[config.mk]
export PLATFORM = sky130hd
export DESIGN_NAME = data_mem_write_arbiter
export DESIGN_NICKNAME = d
export VERILOG_FILES = /design/src/rtl/data_mem_write_arbiter_pkg.sv /design/src/rtl/data_mem_write_arbiter_rr_arbiter.sv /design/src/rtl/data_mem_write_arbiter.sv
export SDC_FILE = /design/constraint.sdc
export NUM_CORES = 1
export LEC_CHECK = 0
export CORE_AREA = 2 2 120 122
export DETAILED_ROUTE_END_ITERATION = 8
export DIE_AREA = 0 0 122 124
export GPL_ROUTABILITY_DRIVEN = 0
export PLACE_DENSITY = 0.8
export SLEW_MARGIN = 25
export SYNTH_ARGS = -nofsm -noshare
export SYNTH_HDL_FRONTEND = slang
export SYNTH_HIERARCHICAL = 1
export SYNTH_SLANG_ARGS = --single-unit
[constraint.sdc]
create_clock -name clk -period 6.35 [get_ports clk]
set_input_delay 0.635 -clock clk [delete_from_list [all_inputs] [get_ports clk]]
set_output_delay 0.635 -clock clk [all_outputs]
set_load 0.01 [all_outputs]
[src/rtl/data_mem_write_arbiter_pkg.sv]
// data_mem_pkg: shared sizes and types for the 256x8 data memory write path.
package data_mem_pkg;
    localparam int NUM_CORES = 16;
    localparam int ADDR_W = 8;
    localparam int DATA_W = 8;
    typedef logic [ADDR_W-1:0] addr_t;
    typedef logic [DATA_W-1:0] data_t;
    typedef logic [NUM_CORES-1:0] core_mask_t;
endpackage

[src/rtl/data_mem_write_arbiter_rr_arbiter.sv]
// rr_arbiter: combinational round-robin pick of the first eligible index at or after rr_ptr.
module rr_arbiter
    import data_mem_pkg::*;
#(
    parameter int NUM_PORTS = NUM_CORES,
    parameter int PW = $clog2(NUM_PORTS)
) (
    input  logic [NUM_PORTS-1:0] i_eligible,
    input  logic [PW-1:0]        i_rr_ptr,
    output logic                 o_grant_valid,
    output logic [PW-1:0]        o_grant_idx
);
    logic [2*NUM_PORTS-1:0] w_rot;
    logic [PW:0]            w_sum;

    // Rotating a doubled copy puts rr_ptr at bit 0, so the lowest set bit is the winner.
    always_comb begin
        w_rot = {i_eligible, i_eligible} >> i_rr_ptr;
        w_sum = '0;
        o_grant_valid = 1'b0;
        o_grant_idx = '0;
        for (int k = NUM_PORTS - 1; k >= 0; k--) begin
            if (w_rot[k]) begin
                w_sum = {1'b0, i_rr_ptr} + (PW+1)'(k);
                o_grant_valid = 1'b1;
                o_grant_idx = (w_sum >= (PW+1)'(NUM_PORTS)) ? PW'(w_sum - (PW+1)'(NUM_PORTS)) : PW'(w_sum);
            end
        end
    end
endmodule

[src/rtl/data_mem_write_arbiter.sv]
// data_mem_write_arbiter: round-robin arbitration of core stores onto one registered memory write port.
// Define WR_ADDR_CONFLICT_EN to add the conflict / conflict_sticky same-address detection outputs.
module data_mem_write_arbiter #(
    parameter int NUM_PORTS = data_mem_pkg::NUM_CORES,
    parameter int ADDR_W = data_mem_pkg::ADDR_W,
    parameter int DATA_W = data_mem_pkg::DATA_W
) (
    input  logic                        clk,
    input  logic                        reset,
    input  logic [NUM_PORTS-1:0]        wr_req,
    input  logic [NUM_PORTS*ADDR_W-1:0] wr_addr,
    input  logic [NUM_PORTS*DATA_W-1:0] wr_data,
    output logic [NUM_PORTS-1:0]        wr_ack,
    output logic                        mem_we,
    output logic [ADDR_W-1:0]           mem_waddr,
    output logic [DATA_W-1:0]           mem_wdata,
    output logic                        busy
`ifdef WR_ADDR_CONFLICT_EN
    ,
    output logic                        conflict,
    output logic                        conflict_sticky
`endif
);
    localparam int PW = $clog2(NUM_PORTS);

    logic [NUM_PORTS-1:0] w_eligible;
    logic                 w_grant_valid;
    logic [PW-1:0]        w_grant_idx;
    logic [PW-1:0]        r_rr_ptr;
    logic [NUM_PORTS-1:0] r_wr_ack;
    logic                 r_mem_we;
    logic [ADDR_W-1:0]    r_mem_waddr;
    logic [DATA_W-1:0]    r_mem_wdata;

    // A port in its ack cycle is masked so a held req cannot win twice in a row.
    assign w_eligible = wr_req & ~r_wr_ack;
    assign busy = |w_eligible;
    assign wr_ack = r_wr_ack;
    assign mem_we = r_mem_we;
    assign mem_waddr = r_mem_waddr;
    assign mem_wdata = r_mem_wdata;

    rr_arbiter #(.NUM_PORTS(NUM_PORTS), .PW(PW)) u_rr_arbiter (
        .i_eligible(w_eligible),
        .i_rr_ptr(r_rr_ptr),
        .o_grant_valid(w_grant_valid),
        .o_grant_idx(w_grant_idx)
    );

    always_ff @(posedge clk or posedge reset) begin
        if (reset) begin
            r_rr_ptr <= '0;
            r_wr_ack <= '0;
            r_mem_we <= 1'b0;
            r_mem_waddr <= '0;
            r_mem_wdata <= '0;
        end else begin
            r_mem_we <= w_grant_valid;
            r_wr_ack <= w_grant_valid ? NUM_PORTS'(1) << w_grant_idx : '0;
            if (w_grant_valid) begin
                r_rr_ptr <= (w_grant_idx == PW'(NUM_PORTS - 1)) ? '0 : w_grant_idx + 1'b1;
                r_mem_waddr <= wr_addr[int'(w_grant_idx)*ADDR_W +: ADDR_W];
                r_mem_wdata <= wr_data[int'(w_grant_idx)*DATA_W +: DATA_W];
            end
        end
    end

`ifdef WR_ADDR_CONFLICT_EN
    logic w_conflict;
    logic r_conflict;
    logic r_conflict_sticky;

    assign conflict = r_conflict;
    assign conflict_sticky = r_conflict_sticky;

    always_comb begin
        w_conflict = 1'b0;
        for (int i = 0; i < NUM_PORTS; i++)
            for (int j = i + 1; j < NUM_PORTS; j++)
                if (w_eligible[i] && w_eligible[j] && wr_addr[i*ADDR_W +: ADDR_W] == wr_addr[j*ADDR_W +: ADDR_W])
                    w_conflict = 1'b1;
    end

    always_ff @(posedge clk or posedge reset) begin
        if (reset) begin
            r_conflict <= 1'b0;
            r_conflict_sticky <= 1'b0;
        end else begin
            r_conflict <= w_conflict;
            r_conflict_sticky <= r_conflict_sticky | w_conflict;
        end
    end
`endif
endmodule

==> impl_results.md <==
- Total Power: 6620 µW
- Area share of the leading cell type in the synthesized netlist: 21.5%
- Avg Cell Area, Syn: 10.6 µm²
- Syn Std Cell Area: 5670 µm²
- IO buf count: 307
- CTS Hold Buffers Added: 0
- Sum Neg Setup Slack: 0 ns
- Vias in the first global route: 6412
- Initial DRC Count: 734
- Final setup margin: 1.22 ns
- Post-Syn Instances: 537
- Initial Util: 41.3%
- WL/cell: 23.5 µm
- Setup Skew: 0.00400 ns
- Post-synthesis mux area share: 46.0%
- CP startpoint kind: register
- Number of max-cap violations: 0
- Post_cts resized: 0
- Hold Path Stages: 1
- Clk slew on worst S/H paths: 0.06 ns
- Netlist cell types: 63
- Worst path arrival time: 5.29 ns
- Dpl ws: 1.20 ns
- Core Area: 13700 µm²
- Synth warnings: 6
- Worst-Margin Slew: 0.879 ns
- Synth Area in Compound Gates: 14.4%
- Routed Antenna Nets: 0
- Max stage delay cell, worst path: dfrtp_1
- Post-Synth XOR/XNOR Area: 0.773%
- Synthesized flop and latch total: 37
- Ratio of cells with drive above 1 in the final layout: 14.5%
- Boundary pin count: 308
- First-pass GRT wire length: 35500 µm
- R2r startpoint: r_rr_ptr[1]
- CTS tree: done
- Rows: 43
- Hold crit path type: register to register
- Min cycle time layout: 5.13 ns
- R2R cell count: 14
- DRT Wirelength: 23500 µm
- GRT Total Usage: 30.8%
- EDFF count, synth: 0
- Part of the cycle the worst path needs: 80.9%
- CTS root buf: clkbuf_16
- RSZ-0062 raised after global routing: no
- Worst slew margin: 41.4%
- Synth area leaders: mux4_2 21%, dfrtp_1 16%, mux4_1 13%
- Main synth FF type: dfrtp_1
- # setup viols final: 0
- CP Class: register to register
- Clock Path Buffers: 2
- Pwr/cell area: 738 nW/µm²
- Setup slack, reg-to-reg: 1.22 ns
- Worst VDD drop: 0.400 mV
- Simple-gate area share of the yosys netlist: 13.8%
- Worst skew pair latency: 0.28 ns
- Fin. max-slew vios: 0
- Drt pass-1 iters: 5
- Die Y: 124 µm
- Cell family with most CP delay: multiplexers
- Crit path max fanout: 47
- Crit-path cells: buf_4 > mux4_2 > mux2_4 > or3b_4 > a21oi_1 > o22a_1 > a211oi_1 > o31a_1 > o31ai_4 > buf_4 > mux4_2 > mux2_2 > a21oi_1 > o21ai_1
- Num Clock Sinks: 37
- Post-synth ARST share: 100%
- Total congestion overflow: 0
- Initial antenna violation count: 0
- Yosys top cell by area: mux4_2
- Register area share after synthesis: 16.3%
- CP endpoint kind: register
- H-tree lvl count: 2
- Hold path endpoint: mem_wdata[7]
- Area Growth Syn to Fin: 58.4%
- WP buf/inv: 2
- Die Span X: 122 µm
- DP HPWL: 19000 µm
- RR Endpoint: mem_wdata[1]
- Pleak: 0.00347 µW
- Number of vias per cell: 6.29
- Status: complete, no violations
- Combinational family with the most area after synthesis: multiplexers
- Worst hold start: mem_wdata[7]
- CP peak stage delay: 0.92 ns
- Fin. Hold Viols: 0
- Fmax: 0.195 GHz
- Diode count: 0
- Die area: 15100 µm²
- Mapped Nets: 824
- Via Count: 6299
- Residual DRC: 0
- Cts bufs inserted: 5
- Nets: 1107
- Largest net degree at the start of global routing: 48
- Adder-cell share of the synthesized area: 2.87%
- Setup bufs post-CTS: 0
- CP required: 6.51 ns
[report_power, final]
| group | switching [µW] | internal (µW) | total (µW) |
|---|---|---|---|
| Combinational | 3040 | 2850 | 5900 |
| Clock | 103 | 146 | 249 |
| Sequential | 117 | 360 | 477 |
| Total | 3260 | 3360 | 6620 |
[per-stage QoR]
stage / std cells / utilization (%) / instance area [µm²] / hold slack, ns
floorplan: 537 / - / 5670 / 0.508
global placement: 993 / 64.4 / 8830 / 0.493
detailed placement: 993 / 64.4 / 8830 / 0.500
CTS: 1001 / 65.4 / 8980 / 0.520
global route: 1001 / 65.4 / 8980 / 0.535
finish: 1001 / 65.4 / 8980 / 0.515
[cells in the mapped netlist, types with 4 or more instances]
library cell	number
o21ai_1	9
o22ai_1	7
dfrtp_1	37
o2111ai_1	4
mux2i_1	26
and3_1	16
o21a_1	4
buf_1	4
nand2b_1	5
a22oi_1	4
mux4_1	28
nor2_1	34
mux2_2	27
a31oi_1	16
buf_2	13
ha_1	13
nor2b_1	26
nor4_1	5
nand3_1	15
a21oi_1	39
o21ai_0	19
inv_1	8
nor3_1	5
mux4_2	54
clkbuf_1	12
nand2_1	38
buf_4	10
[state kept, by name, indices dropped and copies added (netlist names)]
name / flops
r_rr_ptr: 4
mem_we: 1
wr_ack: 16
mem_wdata: 8
mem_waddr: 8
[logic make-up (layout without fill, tap and decap cells)]
group                    count (synthesis)  count (layout)
multiplexers                           140             140
flip-flops                              37              37
buffers and inverters                   56             340
AND/OR/NAND/NOR                        156             156
XOR/XNOR                                 5               5
AO/OA/AOI/OAI                          130             130
adder cells (fa/ha/maj)                 13              13
[cells in the final DEF, fill, tap and decap left out, types with 3 or more instances in the layout]
cell type	Yosys	routed
a21oi_1	39	38
a22oi_1	4	4
a31oi_1	16	16
and2_1	3	3
and3_1	16	16
buf_4	10	14
clkbuf_16	0	5
clkdlybuf4s50_1	0	307
dfrtp_1	37	37
ha_1	13	13
inv_1	8	7
inv_2	3	3
mux2_2	27	27
mux2_4	3	3
mux2i_1	26	26
mux4_1	28	28
mux4_2	54	54
nand2_1	38	38
nand2b_1	5	5
nand3_1	15	15
nor2_1	34	34
nor2b_1	26	26
nor3_1	5	5
nor4_1	5	5
o2111ai_1	4	4
o211ai_1	3	3
o21a_1	4	4
o21ai_0	19	18
o21ai_1	9	9
o221ai_1	3	3
o22ai_1	7	7
xnor2_1	3	3
[routing by layer]
| layer | global-route usage, % | part of all wire [%] | up-vias |
|---|---|---|---|
| met4 | 8.41 | 3.4 | 0 |
| li1 | - | - | 2722 |
| met2 | 50.7 | 48 | 447 |
| met5 | 0 | 0 | - |
| met3 | 5.82 | 9.5 | 77 |
| met1 | 41.7 | 39 | 3053 |
[how the worst max path moves through the flow]
stage | slack, ns | depth (start not counted) | to | startpoint
2_1_floorplan | 1.91 | 14 | mem_waddr[0] | wr_req[7]
3_3_place_gp | 1.37 | 15 | mem_waddr[2] | wr_req[7]
3_5_place_dp | 1.20 | 14 | mem_waddr[2] | wr_req[12]
4_1_cts | 1.23 | 14 | mem_waddr[2] | r_rr_ptr[1]
5_1_grt | 0.96 | 14 | mem_waddr[2] | r_rr_ptr[1]
6_report | 1.22 | 14 | mem_wdata[1] | r_rr_ptr[1]
[cell type report]
class,count,area [µm²]
fill,1046,4740
multi-input combinational,444,4460
timing repair buffer,321,3180
sequential,37,926
tap,180,225
clock buffer,5,125
inverter,11,41.3
clock inverter,3,22.5
(Power assumes the default switching activity.)
